File: config.mk
export PLATFORM = sky130hd
export DESIGN_NAME = frame_dispatcher
export DESIGN_NICKNAME = d
export VERILOG_FILES = /design/src/rtl/frame_dispatcher_pkg.sv /design/src/rtl/rr_lane_arbiter.sv /design/src/rtl/frame_dispatcher.sv
export SDC_FILE = /design/constraint.sdc
export NUM_CORES = 1
export LEC_CHECK = 0
export CAP_MARGIN = 10
export CELL_PAD_IN_SITES_DETAIL_PLACEMENT = 2
export CELL_PAD_IN_SITES_GLOBAL_PLACEMENT = 2
export CORE_UTILIZATION = 32
export CTS_CLUSTER_DIAMETER = 30
export DETAILED_ROUTE_END_ITERATION = 12
export PLACE_DENSITY = 0.78
export SLEW_MARGIN = 10
export SYNTH_ARGS = -nofsm -noshare
export SYNTH_HDL_FRONTEND = slang
export SYNTH_SLANG_ARGS = --single-unit
File: constraint.sdc
create_clock -name clk -period 2.95 [get_ports clk]
set_clock_uncertainty 0.05 [all_clocks]
set_input_delay 0.59 -clock clk [delete_from_list [all_inputs] [get_ports clk]]
set_output_delay 0.59 -clock clk [all_outputs]
set_load 0.05 [all_outputs]
File: src/rtl/frame_dispatcher_pkg.sv
// Shared frame-fetch definitions: frame geometry, FSM encoding and helpers.
package frame_dispatcher_pkg;

  localparam int unsigned FRAME_ROW_CNUM  = 30;
  localparam int unsigned CELL_ROW_PNUM   = 8;
  localparam int unsigned FRAME_COL_PGNUM = 10;
  localparam int unsigned FRAME_PGNUM     = FRAME_ROW_CNUM * CELL_ROW_PNUM * FRAME_COL_PGNUM;

  typedef enum logic {
    IDLE   = 1'b0,
    STREAM = 1'b1
  } fd_state_e;

  // Index width that never collapses to zero for single-entry ranges.
  function automatic int unsigned idx_width(input int unsigned n);
    return (n > 1) ? $clog2(n) : 1;
  endfunction

endpackage

File: src/rtl/rr_lane_arbiter.sv
// Round-robin lane picker: first requesting lane at or after rr_ptr, wrapping.
module rr_lane_arbiter
  import frame_dispatcher_pkg::*;
#(
  parameter int unsigned IP_AMT   = 2,
  parameter int unsigned IP_IDX_W = 1
) (
  input  logic [IP_AMT-1:0]   req,
  input  logic [IP_IDX_W-1:0] rr_ptr,
  output logic [IP_IDX_W-1:0] grant_idx,
  output logic                grant_any
);

  // Walk lanes starting at rr_ptr; the first requester wins.
  always_comb begin
    int unsigned k;
    k         = 0;
    grant_idx = '0;
    grant_any = 1'b0;
    for (int unsigned i = 0; i < IP_AMT; i++) begin
      k = (32'(rr_ptr) + i) % IP_AMT;
      if (!grant_any && req[IP_IDX_W'(k)]) begin
        grant_any = 1'b1;
        grant_idx = IP_IDX_W'(k);
      end
    end
  end

endmodule

File: src/rtl/frame_dispatcher.sv
// Steers whole frames of the broadcast pixel-group stream to free lanes, round-robin.
module frame_dispatcher
  import frame_dispatcher_pkg::*;
#(
  parameter int unsigned IP_AMT          = 2,
  parameter int unsigned FRAME_ROW_CNUM  = frame_dispatcher_pkg::FRAME_ROW_CNUM,
  parameter int unsigned CELL_ROW_PNUM   = frame_dispatcher_pkg::CELL_ROW_PNUM,
  parameter int unsigned FRAME_COL_PGNUM = frame_dispatcher_pkg::FRAME_COL_PGNUM,
  localparam int unsigned FRAME_PGNUM    = FRAME_ROW_CNUM * CELL_ROW_PNUM * FRAME_COL_PGNUM,
  localparam int unsigned PG_CNT_W       = idx_width(FRAME_PGNUM),
  localparam int unsigned IP_IDX_W       = idx_width(IP_AMT)
) (
  input  logic                clk,
  input  logic                rst,
  input  logic                pgroup_valid_i,
  output logic                pgroup_ready_o,
  input  logic [IP_AMT-1:0]   ip_pgroup_ready_i,
  input  logic [IP_AMT-1:0]   ip_frame_complete_i,
  output logic [IP_AMT-1:0]   ip_pgroup_valid_o,
  output logic [IP_IDX_W-1:0] active_ip_o,
  output logic                frame_start_o,
  output logic                frame_done_o,
  output logic                all_busy_o
);

  localparam logic [PG_CNT_W-1:0] PG_LAST  = PG_CNT_W'(FRAME_PGNUM - 1);
  localparam logic [IP_IDX_W-1:0] IDX_LAST = IP_IDX_W'(IP_AMT - 1);

  fd_state_e             state, state_next;
  logic [IP_AMT-1:0]     busy, busy_next, set_mask;
  logic [PG_CNT_W-1:0]   pg_cnt, pg_cnt_next;
  logic [IP_IDX_W-1:0]   rr_ptr, rr_ptr_next;
  logic [IP_IDX_W-1:0]   sel, sel_next;
  logic [IP_IDX_W-1:0]   grant_idx;
  logic                  grant_any;

  rr_lane_arbiter #(
    .IP_AMT   (IP_AMT),
    .IP_IDX_W (IP_IDX_W)
  ) u_arb (
    .req       (~busy),
    .rr_ptr    (rr_ptr),
    .grant_idx (grant_idx),
    .grant_any (grant_any)
  );

  // State register.
  always_ff @(posedge clk) begin
    if (rst) state <= IDLE;
    else     state <= state_next;
  end

  // Lane selection, beat counter, round-robin pointer and busy flags.
  always_ff @(posedge clk) begin
    if (rst) begin
      busy   <= '0;
      pg_cnt <= '0;
      rr_ptr <= '0;
      sel    <= '0;
    end else begin
      busy   <= busy_next;
      pg_cnt <= pg_cnt_next;
      rr_ptr <= rr_ptr_next;
      sel    <= sel_next;
    end
  end

  // Next-state and handshake steering; everything is quiet while rst is held.
  always_comb begin
    state_next        = state;
    sel_next          = sel;
    pg_cnt_next       = pg_cnt;
    rr_ptr_next       = rr_ptr;
    set_mask          = '0;
    pgroup_ready_o    = 1'b0;
    ip_pgroup_valid_o = '0;
    frame_start_o     = 1'b0;
    frame_done_o      = 1'b0;
    if (!rst) begin
      case (state)
        IDLE: begin
          if (grant_any) begin
            sel_next      = grant_idx;
            state_next    = STREAM;
            frame_start_o = 1'b1;
          end
        end
        STREAM: begin
          ip_pgroup_valid_o[sel] = pgroup_valid_i;
          pgroup_ready_o         = ip_pgroup_ready_i[sel];
          if (pgroup_valid_i && ip_pgroup_ready_i[sel]) begin
            if (pg_cnt == PG_LAST) begin
              pg_cnt_next   = '0;
              set_mask[sel] = 1'b1;
              rr_ptr_next   = (sel == IDX_LAST) ? '0 : sel + IP_IDX_W'(1);
              frame_done_o  = 1'b1;
              state_next    = IDLE;
            end else begin
              pg_cnt_next = pg_cnt + PG_CNT_W'(1);
            end
          end
        end
        default: state_next = IDLE;
      endcase
    end
  end

  // Set wins over a same-cycle completion; completions on idle lanes are no-ops.
  assign busy_next   = (busy & ~ip_frame_complete_i) | set_mask;
  assign all_busy_o  = &busy;
  assign active_ip_o = sel;

endmodule

==> results of run 1 <==
==> routing by layer <==
layer / track usage (%) / wire length (um) / up-vias
met3: 5.22 / 67 / 5
met5: 0 / 0 / -
met2: 32.3 / 1160 / 12
met4: 7.02 / 31 / 0
met1: 26.1 / 1070 / 388
li1: - / - / 376
==> logic make-up (layout without fill, tap and decap cells) <==
family	count (synthesis)	in the layout	synth area share, %
and+or+nand+nor	49	49	30.9
DFF	17	17	41.6
AOI/OAI and AO/OA	13	13	11.8
xor gates and xnor gates	9	9	9.63
buffers and inverters	6	24	3.36
adders and majority gates	1	1	1.53
muxes	1	1	1.22
==> cell type report <==
class / instances / area (sq um)
flip-flops and latches: 17 / 340
clock buffers: 4 / 26.3
fillers: 262 / 1250
inverters: 3 / 11.3
multi-input cells: 73 / 457
well taps: 28 / 35.0
repair buffers: 17 / 198
==> power groups by stage <==
| stage | Clock, W | Sequential (W) | Combinational (W) |
|---|---|---|---|
| detailed placement | 0 | 0.000239 | 0.0000436 |
| global route | 0.000141 | 0.000234 | 0.0000465 |
| finish | 0.000127 | 0.000234 | 0.0000431 |
| global placement | 0 | 0.000239 | 0.0000419 |
| floorplan | 0 | 0.000238 | 0.0000216 |
| CTS | 0.000131 | 0.000234 | 0.0000438 |
==> worst max-delay path, cell delays in order <==
cell and delay, ns:
clkdlybuf4s50_1 0.57, nand3_1 0.12, or3_1 0.39, nor3_2 0.31, buf_12 0.18
==> sequential cells by signal (all words and copies together), names as in the netlist <==
register and cells:
pg_cnt 12, busy 2, active_ip_o 1, rr_ptr 1, state 1
==> worst max-delay path by stage <==
stage | from | to | slack [ns] | cells past startpoint
5_1_grt | pgroup_valid_i | frame_done_o | 0.1 | 5
3_3_place_gp | pgroup_valid_i | frame_done_o | 0.24 | 5
4_1_cts | pgroup_valid_i | frame_done_o | 0.14 | 5
2_1_floorplan | active_ip_o | pgroup_ready_o | 0.11 | 3
3_5_place_dp | pgroup_valid_i | frame_done_o | 0.16 | 5
6_report | pgroup_valid_i | frame_done_o | 0.15 | 5
==> cell usage in the layout, fill, tap and decap left out, types with 4 or more instances in the layout <==
master            n
nor3_1            4
buf_4             5
dfxtp_1          17
xnor2_1           9
a21oi_1           4
nand4_1           4
nand2_1           5
buf_12            4
nor4_1            6
o21ai_0           4
clkdlybuf4s50_1   8
nor2_1           18
==> per-stage QoR <==
| step | setup slack, ns | std cells | power [W] |
|---|---|---|---|
| finish | 0.150 | 142 | 0.000404 |
| global route | 0.0992 | 142 | 0.000421 |
| CTS | 0.144 | 142 | 0.000408 |
| detailed placement | 0.158 | 138 | 0.000283 |
| global placement | 0.237 | 138 | 0.000281 |
| floorplan | 0.110 | 96 | 0.000260 |
==> summary.txt, run 1 <==
Worst hold path
  • Hold Crit Class: flip-flop to flip-flop
  • Hold endpoint: pg_cnt[1]
  • Hold depth: 2
  • Hold path start: pg_cnt[1]

Timing
  • RSZ-0062 raised after global routing: no
  • Minimum clock period: 2.80 ns
  • Final hold violations: 0
  • Slew headroom: 67.2%
  • Slew @ Worst Pin: 0.491 ns
  • TNS Setup: 0 ns
  • Final hold slack: 0.489 ns
  • Final setup viols: 0
  • Period utilisation layout: 94.9%
  • Max-slew violations: 0
  • FMAX: 357 MHz

Critical path
  • Critical path type: input pin to primary output
  • Critical Path AT: 2.16 ns
  • Flop-to-flop setup slack: 1.02 ns
  • Reg2reg start: pg_cnt[2]
  • CP Max Fanout: 5
  • Critical path endpoint category: primary output
  • WP data required: 2.31 ns
  • Reg2reg path depth: 5
  • Worst setup SP type: input pin
  • Reg-to-reg critical path endpoint: pg_cnt[1]

Yosys
  • Register area share after synthesis: 41.6%
  • EDFF count, synth: 0
  • Cells after Synth: 96
  • Synthesized area: 818 sq um
  • Top post-synthesis cells by area: dfxtp_1 42%, xnor2_1 9.6%, nor2_1 8.3%, nor4_1 4.6%, nand4_1 3.1%
  • Syn avg cell area: 8.52 sq um
  • Leading post-synthesis cells by instance count: 18 x nor2_1, 17 x dfxtp_1, 9 x xnor2_1
  • Yosys warnings: 0
  • Ys flop type: dfxtp_1
  • Post-synthesis register bit count: 17
  • Post-synthesis cell type count: 27
  • Asr flop ratio synth: 0%
  • Share of the synthesized area in the top cell type: 41.6%
  • Count leader, synth: nor2_1
  • Cell taking the most area after synthesis: dfxtp_1
  • Syn nets: 104

Status
  • Status: finished, final reports clean

Power
  • VDD IR-drop max: 297 uV
  • Leakage: 0.353 nW
  • Net Sw Frac: 24.6%
  • Pwr Density: 378 nW/um^2
  • Sequential share of power: 58.0%
  • Int Power: 0.000304 W
  • Net Sw Power: 0.0000994 W
  • Clock network power share: 31.3%
  • Logic pwr share: 10.7%

Run
  • Max Cap Violations: 0

Routing
  • WL/cell: 16.4 um
  • Drt first pass iters: 4
  • DRC: 0
  • Final wirelength: 2.32 mm
  • DR vias: 781
  • Final ANT Viol Nets: 0
  • Vias per cell: 5.50
  • 1st-iter DRT viols: 4

CTS
  • Worst-path clk slew: 0.10 ns
  • CTS buffer count: 3
  • Post-CTS Setup Inserts: 0
  • Clock latency at the later pin of the worst-skew pair: 0.30 ns
  • CTS tree: built
  • Sink Count: 17
  • H-tree levels: 1
  • Hold_buf cts: 0
  • Root Driver: clkbuf_4
  • Post-CTS sizing: 0
  • CTS Buffer Depth: 2

Placed design
  • Final HPWL DP: 1.80 mm
  • Input/output buffers: 13
  • Placed cell area: 1040 sq um
  • Routability-driven placement congestion ratio: 0.750

Floorplan
  • Die ar.: 2760 sq um
  • Die Height: 52.6 um
  • # IOs: 14
  • Row cnt: 17
  • Core ar.: 2320 sq um
  • Starting density of the core: 35.3%
  • Die width: 52.6 um

Finish
  • Antenna Cells: 0
  • Nets@finish: 123
  • Syn-to-layout area delta: 30.4%
  • Layout cell share with drive strength beyond 1: 14.0%
  • Final instance area: 1070 sq um
  • Utilization after layout: 46.0%

Global route
  • GRT Util Overall: 20.2%
  • Vias in the first global route: 822
  • Largest net degree at the start of global routing: 14
  • GRT overflow: 0
  • First-pass GRT wire length: 3.94 mm
  • Antenna violations before repair: 0
(Power assumes the default switching activity.)
==> run 2: changes to the inputs <==
SETUP_SLACK_MARGIN = 0.3   (was default)
SLEW_MARGIN = default   (was 10)
==> run 2 against run 1 <==
  * Worst setup slack gained 0.22 ns
  * Die area unchanged
  * Register-to-register slack better by 0.04 ns
  * Critical endpoint unchanged
==> summary.txt, run 2 (synthesis gave the netlist of run 1 again) <==
Global route
  • GRT overflow: 0
  • Largest net degree at the start of global routing: 14
  • Vias in the first global route: 868
  • GRT Util Overall: 20.2%
  • First-pass GRT wire length: 3.95 mm
  • Antenna violations before repair: 0
  • Busiest grt layer: met2
  • Met1 GRT Util: 21.8%
  • M3 GR Usage: 5.51%
  • M2 GR Usage: 36.5%

CTS
  • Sink Count: 17
  • Worst-path clk slew: 0.09 ns
  • CTS tree: built
  • CTS Buffer Depth: 2
  • Clock latency at the later pin of the worst-skew pair: 0.29 ns
  • H-tree levels: 1
  • Hold_buf cts: 0
  • CTS buffer count: 3
  • Root Driver: clkbuf_4

Placed design
  • Final HPWL DP: 1.83 mm
  • Placed cell area: 1050 sq um
  • Routability-driven placement congestion ratio: 0.762
  • Input/output buffers: 13

Routing
  • DRC: 0
  • Final wirelength: 2.29 mm
  • Vias per cell: 5.41
  • Final ANT Viol Nets: 0
  • Drt first pass iters: 3
  • 1st-iter DRT viols: 2
  • DR vias: 768
  • WL/cell: 16.1 um

Floorplan
  • # IOs: 14
  • Die ar.: 2760 sq um
  • Starting density of the core: 35.3%
  • Core ar.: 2320 sq um
  • Die Height: 52.6 um
  • Row cnt: 17
  • Die width: 52.6 um

Timing
  • Slew @ Worst Pin: 0.498 ns
  • Minimum clock period: 2.58 ns
  • FMAX: 388 MHz
  • Final setup viols: 0
  • TNS Setup: 0 ns
  • Final hold violations: 0
  • Period utilisation layout: 87.4%
  • Max-slew violations: 0
  • Slew headroom: 66.7%
  • RSZ-0062 raised after global routing: no

Power
  • Net Sw Power: 0.000100 W
  • VDD IR-drop max: 245 uV
  • Logic pwr share: 10.6%
  • Net Sw Frac: 24.8%
  • Sequential share of power: 57.9%
  • Int Power: 0.000304 W
  • Leakage: 0.365 nW
  • Pwr Density: 373 nW/um^2
  • Clock network power share: 31.4%

Worst hold path
  • Hold Crit Class: flip-flop to flip-flop
  • Hold depth: 1
  • Hold path start: busy[0]

Finish
  • Reg with most FFs: pg_cnt
  • Commonest non-fill, non-tap cells in the layout: 18 x nor2_1, 17 x dfxtp_1, 9 x xnor2_1
  • FF/Latch Area: 340 sq um
  • Nets@finish: 123
  • Antenna Cells: 0
  • Fillers: 271
  • Utilization after layout: 46.7%
  • Most common cell after layout, fill and taps aside: nor2_1
  • Final instance area: 1080 sq um
  • Multi-input logic area: 473 sq um
  • Max reg flops: 12
  • Layout cell share with drive strength beyond 1: 15.8%
  • Syn-to-layout area delta: 32.3%
  • Biggest regs: pg_cnt: 12 flops, busy: 2 flops

Status
  • Status: finished, final reports clean

Critical path
  • Critical path type: input pin to primary output
  • Worst setup SP type: input pin
  • Crit path cell chain: clkdlybuf4s50_1 -> mux2i_1 -> or3_4 -> nor3_4 -> buf_12
  • Reg2reg path depth: 5
  • Reg2reg start: pg_cnt[3]
  • CP Max Fanout: 3
  • Setup crit start: ip_pgroup_ready_i[1]
  • Max stage delay cell, worst path: clkdlybuf4s50_1
  • CP peak stage delay: 0.45 ns
  • Critical Path AT: 1.94 ns
  • Critical path endpoint category: primary output
  • WP data required: 2.31 ns

Run
  • Max Cap Violations: 0
==> run 2: power groups by stage <==
stage                     Sequential, W  Combinational [W]  Clock [W]
final                          0.000234          0.0000429   0.000127
after global routing           0.000234          0.0000466   0.000146
after CTS                      0.000234          0.0000438   0.000136
after detailed placement       0.000239          0.0000443          0
after global placement         0.000239          0.0000432          0
after floorplan                0.000238          0.0000221          0
==> run 2: final cells by class <==
class / count / share of cell area, %
well taps: 28 / 3.24
inverters: 3 / 1.04
multi-input cells: 73 / 43.7
flip-flops and latches: 17 / 31.4
repair buffers: 17 / 18.2
clock buffers: 4 / 2.43
==> run 2: per-layer routing <==
layer / vias up / share of wire (%)
met5: - / 0
met4: 0 / 1.3
met3: 5 / 2.1
met2: 10 / 53
met1: 376 / 44
li1: 377 / -
==> run 2: path summary, 6_finish.rpt <==
kind | slack (ns) | to
max | 0.37 | frame_done_o
min | 0.48 | busy[0]
max reg2reg | 1.06 | pg_cnt[0]
min reg2reg | 0.48 | busy[0]
==> run 2: worst max-delay path, delay by kind of cell <==
kind / cells / cell delay [ns]
buffers and inverters: 2 / 0.62
multiplexers: 1 / 0.08
AND/OR/NAND/NOR: 2 / 0.64
==> run 2: metrics by stage <==
stage	hold slack, ns	total power (W)	worst slack, ns	instances
floorplan	0.408	0.000260	0.419	96
global placement	0.432	0.000282	0.257	138
detailed placement	0.452	0.000283	0.195	138
CTS	0.469	0.000414	0.363	142
global route	0.497	0.000427	0.326	142
finish	0.477	0.000404	0.371	142
==> run 2: timing repair <==
item	in CTS	in global routing
setup endpoints to repair	1	0
buffers inserted	0	0
gates resized for setup	2	0
==> run 3: changes to the inputs <==
CAP_MARGIN = 20   (was 10)
==> results of run 3 <==
The final DEF is identical to that of run 2; final timing and power are the same.
